## src/rtl/rfsh_fetch_pkg.sv

```systemverilog
// Shared types and helpers for the refresh-cycle background fetch engine.
package rfsh_fetch_pkg;

  typedef enum logic [1:0] {
    IDLE    = 2'd0,
    FETCH   = 2'd1,
    WAIT_HI = 2'd2
  } fsm_t;

  // Width of a channel index; a single channel still gets a one-bit index.
  function automatic int cw_of(input int n);
    return (n > 1) ? $clog2(n) : 1;
  endfunction

endpackage

```

## src/rtl/rfsh_fetch_arb_rr_pick.sv

```systemverilog
// Combinational round-robin finder: first eligible channel at or after rr_ptr, wrapping.
module rr_pick
  import rfsh_fetch_pkg::*;
#(
  parameter int N  = 2,
  parameter int CW = 1
) (
  input  logic [N-1:0]  eligible,
  input  logic [CW-1:0] rr_ptr,
  output logic [CW-1:0] grant,
  output logic          any
);

  logic [CW-1:0] idx;

  // Scan from farthest to nearest offset so the nearest eligible channel wins.
  always_comb begin
    grant = '0;
    idx   = '0;
    any   = |eligible;
    for (int k = N - 1; k >= 0; k--) begin
      idx = CW'((int'(rr_ptr) + k) % N);
      if (eligible[idx]) grant = idx;
    end
  end

endmodule

```

## src/rtl/rfsh_fetch_arb.sv

```systemverilog
// Steals SDRAM read cycles during Z80 refresh windows and serves several
// background readers, each through a one-byte cache, with round-robin arbitration.
module rfsh_fetch_arb
  import rfsh_fetch_pkg::*;
#(
  parameter int CHANNELS  = 2,
  parameter int AW        = 25,
  parameter int ACK_DELAY = 7
) (
  input  logic                   clk_sys,
  input  logic                   cold_reset,
  input  logic                   nRFSH,
  input  logic [CHANNELS-1:0]    ch_req,
  input  logic [CHANNELS*AW-1:0] ch_addr,
  input  logic [CHANNELS-1:0]    ch_flush,
  output logic [CHANNELS*8-1:0]  ch_data,
  output logic [CHANNELS-1:0]    ch_valid,
  output logic                   mem_rd,
  output logic [AW-1:0]          mem_addr,
  input  logic [7:0]             mem_din,
  output logic                   busy
);

  localparam int CW = cw_of(CHANNELS);
  localparam int DW = $clog2(ACK_DELAY + 1);

  fsm_t              state, state_next;
  logic              nrfsh_q;
  logic              win_start;
  logic [DW-1:0]     cnt, cnt_dec;
  logic [CW-1:0]     sel, rr_ptr, grant, sel_inc;
  logic              any_elig;
  logic              fetch_kill;
  logic              start_fetch, capture, abort;
  logic [CHANNELS-1:0] eligible;
  logic [AW-1:0]     addr_arr   [CHANNELS];
  logic [AW-1:0]     cache_addr [CHANNELS];
  logic [7:0]        cache_data [CHANNELS];
  logic [CHANNELS-1:0] cache_vld;

  assign win_start = !nRFSH && nrfsh_q;
  assign cnt_dec   = cnt - DW'(1);
  assign sel_inc   = (sel == CW'(CHANNELS - 1)) ? '0 : sel + CW'(1);
  assign eligible  = ch_req & ~ch_valid & ~ch_flush;
  assign busy      = (state == FETCH);

  rr_pick #(.N(CHANNELS), .CW(CW)) u_rr_pick (
    .eligible (eligible),
    .rr_ptr   (rr_ptr),
    .grant    (grant),
    .any      (any_elig)
  );

  // Unpack the flat address bus and form per-channel hit flags and data.
  always_comb begin
    ch_data  = '0;
    ch_valid = '0;
    for (int i = 0; i < CHANNELS; i++) begin
      addr_arr[i]        = ch_addr[i*AW +: AW];
      ch_data[i*8 +: 8]  = cache_data[i];
      ch_valid[i]        = cache_vld[i] && (cache_addr[i] == addr_arr[i]);
    end
  end

  // State register.
  always_ff @(posedge clk_sys or posedge cold_reset) begin
    if (cold_reset) state <= IDLE;
    else            state <= state_next;
  end

  // Next state and the per-cycle control strobes; a window close during FETCH beats completion.
  always_comb begin
    state_next  = state;
    start_fetch = 1'b0;
    capture     = 1'b0;
    abort       = 1'b0;
    case (state)
      IDLE: begin
        if (win_start && any_elig) begin
          start_fetch = 1'b1;
          state_next  = FETCH;
        end
      end
      FETCH: begin
        if (nRFSH) begin
          abort      = 1'b1;
          state_next = IDLE;
        end else if (cnt_dec == DW'(1)) begin
          capture    = 1'b1;
          state_next = WAIT_HI;
        end
      end
      WAIT_HI: begin
        if (nRFSH) state_next = IDLE;
      end
      default: state_next = IDLE;
    endcase
  end

  // Fetch datapath: strobe, latched address/channel, access counter, fairness pointer.
  always_ff @(posedge clk_sys or posedge cold_reset) begin
    if (cold_reset) begin
      nrfsh_q    <= 1'b1;
      mem_rd     <= 1'b0;
      mem_addr   <= '0;
      cnt        <= '0;
      sel        <= '0;
      rr_ptr     <= '0;
      fetch_kill <= 1'b0;
    end else begin
      nrfsh_q <= nRFSH;
      if (start_fetch) begin
        mem_addr   <= addr_arr[grant];
        sel        <= grant;
        mem_rd     <= 1'b1;
        cnt        <= DW'(ACK_DELAY);
        fetch_kill <= 1'b0;
      end else if (abort) begin
        mem_rd <= 1'b0;
        cnt    <= '0;
      end else if (capture) begin
        mem_rd <= 1'b0;
        cnt    <= '0;
        rr_ptr <= sel_inc;
      end else if (state == FETCH) begin
        cnt <= cnt_dec;
        if (ch_flush[sel]) fetch_kill <= 1'b1;
      end
    end
  end

  // Per-channel caches: flush always clears, and a flushed fetch never marks its channel valid.
  always_ff @(posedge clk_sys or posedge cold_reset) begin
    if (cold_reset) begin
      cache_vld <= '0;
      for (int i = 0; i < CHANNELS; i++) begin
        cache_addr[i] <= '0;
        cache_data[i] <= '0;
      end
    end else begin
      for (int i = 0; i < CHANNELS; i++) begin
        if (ch_flush[i]) cache_vld[i] <= 1'b0;
      end
      if (capture && !fetch_kill && !ch_flush[sel]) begin
        cache_data[sel] <= mem_din;
        cache_addr[sel] <= mem_addr;
        cache_vld[sel]  <= 1'b1;
      end
    end
  end

endmodule

```

## config.mk

```make
export PLATFORM = sky130hd
export DESIGN_NAME = rfsh_fetch_arb
export DESIGN_NICKNAME = d
export VERILOG_FILES = /design/src/rtl/rfsh_fetch_pkg.sv /design/src/rtl/rfsh_fetch_arb_rr_pick.sv /design/src/rtl/rfsh_fetch_arb.sv
export SDC_FILE = /design/constraint.sdc
export NUM_CORES = 1
export LEC_CHECK = 0
export CORE_MARGIN = 10
export CORE_UTILIZATION = 48
export CTS_CLUSTER_SIZE = 10
export DETAILED_ROUTE_END_ITERATION = 12
export PLACE_DENSITY = 0.76
export SLEW_MARGIN = 25
export SYNTH_ARGS = -nofsm -noshare
export SYNTH_HDL_FRONTEND = slang
export SYNTH_SLANG_ARGS = --single-unit
```

## constraint.sdc

```tcl
create_clock -name clk_sys -period 4.25 [get_ports clk_sys]
set_clock_uncertainty 0.1 [all_clocks]
set_input_delay 0.85 -clock clk_sys [delete_from_list [all_inputs] [get_ports clk_sys]]
set_output_delay 0.85 -clock clk_sys [all_outputs]
set_load 0.02 [all_outputs]
```

==> flow_metrics.env <==
export IMPL_status="finished clean"
export IMPL_cts_made_buffers=9
export IMPL_routed_via_density=5.83
export IMPL_drc_errors=0
export IMPL_wl_per_cell_um=20.8
export IMPL_placed_cell_area_um2=6310
export IMPL_clockRootBuffer="clkbuf_8"
export IMPL_synth_top_area_frac=0.511
export IMPL_period_minus_slack_ns=4.18
export IMPL_clk_path_buf_depth=2
export IMPL_dpl_hpwl_mm=10.5
export IMPL_die_area_um2=14900
export IMPL_rsz0062_at_grt="no"
export IMPL_post_cts_buffers=0
export IMPL_startpoint_type="primary input"
export IMPL_coreArea_um2=10200
export IMPL_grt_util_met1=0.228
export IMPL_fillers=811
export IMPL_synth_distinct_cells=44
export IMPL_grt_pass1_wl_mm=22.7
export IMPL_path_class="in -> out"
export IMPL_use_met2=0.330
export IMPL_initial_core_util=0.488
export IMPL_diodes=0
export IMPL_leakagePower_nw=2.79
export IMPL_worst_ep_required_time_ns=3.30
export IMPL_vias=4014
export IMPL_fin_nets=615
export IMPL_synth_most_common_cell="dfrtp_1"
export IMPL_holdWs_ns=0.398
export IMPL_io_pins=110
export IMPL_syn_nets=503
export IMPL_die_h_um=122
export IMPL_drive_gt1_frac=0.197
export IMPL_grtUsageMet3=0.0620
export IMPL_yosys_top_cells_count="dfrtp_1, mux2_2, xnor2_1, o21ai_0, nand3_1"
export IMPL_async_flop_share=1.00
export IMPL_ff_latch_area_um2=2580
export IMPL_utilization=0.637
export IMPL_ff2ff_path_depth=8
export IMPL_cap_violations=0
export IMPL_htree_levels=3
export IMPL_grt_pass1_vias=4252
export IMPL_yosysWarningCount=0
export IMPL_cellPowerDensity_nw_per_um2=534
export IMPL_holdCritPathClass="reg -> reg"
export IMPL_synth_area_um2=4990
export IMPL_hold_depth=2
export IMPL_final_hold_viol_count=0
export IMPL_drt_iter0_markers=249
export IMPL_ant_nets=0
export IMPL_fmax_ghz=0.239
export IMPL_worstSetupEndpointType="output port"
export IMPL_ys_flop_type="dfrtp_1"
export IMPL_gr_total_overflow=0
export IMPL_synth_cells=436
export IMPL_area_growth_pct=30.5
export IMPL_busiest_layer="met2"
export IMPL_min_period_over_period=0.984
export IMPL_synth_top_area_cell="dfrtp_1"
export IMPL_wl_mm=14.3
export IMPL_cts_clk_slew_worst_paths_ns=0.10
export IMPL_gp_congestion=0.859
export IMPL_io_buffers=109
export IMPL_synth_seq_cells=103
export IMPL_tightest_slew_ns=0.876
export IMPL_die_w_um=122
export IMPL_vdd_drop_max_mv=0.365
export IMPL_relSlewSlack=0.416
export IMPL_synth_edff_count=0
export IMPL_drv_slew=0
export IMPL_cts_sinks=103
export IMPL_synth_area_top_cells="dfrtp_1, mux2_2, xnor2_1"
export IMPL_fp_row_count=37
export IMPL_grt_max_degree=73
export IMPL_grt_use_total=0.194
export IMPL_critPathArrivalTime_ns=3.23
export IMPL_first_pass_iters=5
export IMPL_cts_tree="done"
export IMPL_worstPathMaxFanout=2
export IMPL_setup_violations=0
export IMPL_grt_antenna_before_repair=0
export IMPL_fin_area_um2=6520
export IMPL_ys_seq_area_frac=0.516
export IMPL_multi_input_area_um2=2310
export IMPL_syn_avg_cell_area_um2=11.5
export IMPL_insertion_delay_ns=0.38
## placed cells by master, fill, tap and decap left out, types with 3 or more instances in the layout
cell | netlist | final
nand2_1 | 18 | 18
clkbuf_8 | 0 | 9
o21ai_0 | 30 | 30
dfrtp_1 | 102 | 102
nand3_1 | 26 | 26
buf_4 | 0 | 12
clkdlybuf4s50_1 | 0 | 108
nor4_1 | 8 | 8
xor2_1 | 17 | 17
mux2_2 | 66 | 66
or4_1 | 3 | 3
nand4_1 | 12 | 12
nor2_1 | 8 | 8
nand2b_1 | 3 | 3
xnor2_1 | 33 | 33
nor4_4 | 2 | 3
inv_1 | 7 | 6
a31oi_1 | 25 | 25
nor2b_1 | 4 | 4
nor3_1 | 25 | 25
inv_6 | 0 | 3
## final cells by class
class                           instances  share of cell area
Clock inverter                          7              0.0111
Sequential cell                       103               0.396
Inverter                                7             0.00442
Clock buffer                            9              0.0190
Timing Repair Buffer                  124               0.189
Multi-Input combinational cell        303               0.355
Tap cell                              136              0.0261
## metal layers
layer  vias up  routed length [um]
met3        22                1220
met1      2025                5720
li1       1799                   -
met2       168                7140
met4         0                 218
met5         -                   0
## power breakdown
part | internal (mW) | leakage, nW | switching, mW
Sequential | 1.30 | 1.34 | 0.250
Clock | 0.233 | 0.0974 | 0.384
Combinational | 0.664 | 1.36 | 0.651
## per-stage QoR
| stage | setup TNS (ns) | instances | worst slack (ns) | power (mW) |
|---|---|---|---|---|
| global placement | -0.210 | 672 | -0.210 | 2.83 |
| finish | 0 | 689 | 0.0690 | 3.48 |
| global route | 0 | 689 | 0.0117 | 3.67 |
| floorplan | 0 | 436 | 0.598 | 2.28 |
| detailed placement | -0.187 | 672 | -0.187 | 2.88 |
| CTS | 0 | 688 | 0.119 | 3.49 |
## worst max-delay path, stage by stage
cell	delay, ns
clkdlybuf4s50_1	0.45
xor2_1	0.19
or4b_2	0.66
nor4_1	0.21
nand2_1	0.09
nor4_1	0.39
dlygate4sd2_1	0.39
## what timing repair did
| item | in CTS | in global routing |
|---|---|---|
| gates resized for setup | 1 | 0 |
| setup endpoints to repair | 1 | 0 |
| hold buffers | 0 | 0 |
## final timing paths
path / startpoint / endpoint / slack, ns
worst max register to register: cnt[0] / cache_addr[42] / 1.28
max in group asynchronous: cold_reset / nrfsh_q / 2.33
worst max-delay path: ch_addr[25] / ch_valid[1] / 0.07
worst min-delay path: mem_rd / mem_rd / 0.40
min in group asynchronous: cold_reset / mem_addr[2] / 0.89
worst min register to register: mem_rd / mem_rd / 0.40
## registers in the layout, summed over array words and instances (netlist names)
signal	flops
mem_rd	1
fetch_kill	1
sel	1
nrfsh_q	1
state	2
ch_data	16
cache_vld	2
cache_addr	50
rr_ptr	1
cnt	3
mem_addr	25
## logic make-up (layout without fill, tap and decap cells)
group	count (synthesis)	in the layout	synth area share
xor gates and xnor gates	50	50	0.0877
AOI/OAI and AO/OA	66	66	0.0787
DFF	103	103	0.516
buffers and inverters	30	147	0.0268
and+or+nand+nor	118	118	0.135
muxes	67	67	0.151
adders and majority gates	2	2	0.00501
(Power assumes the default switching activity.)
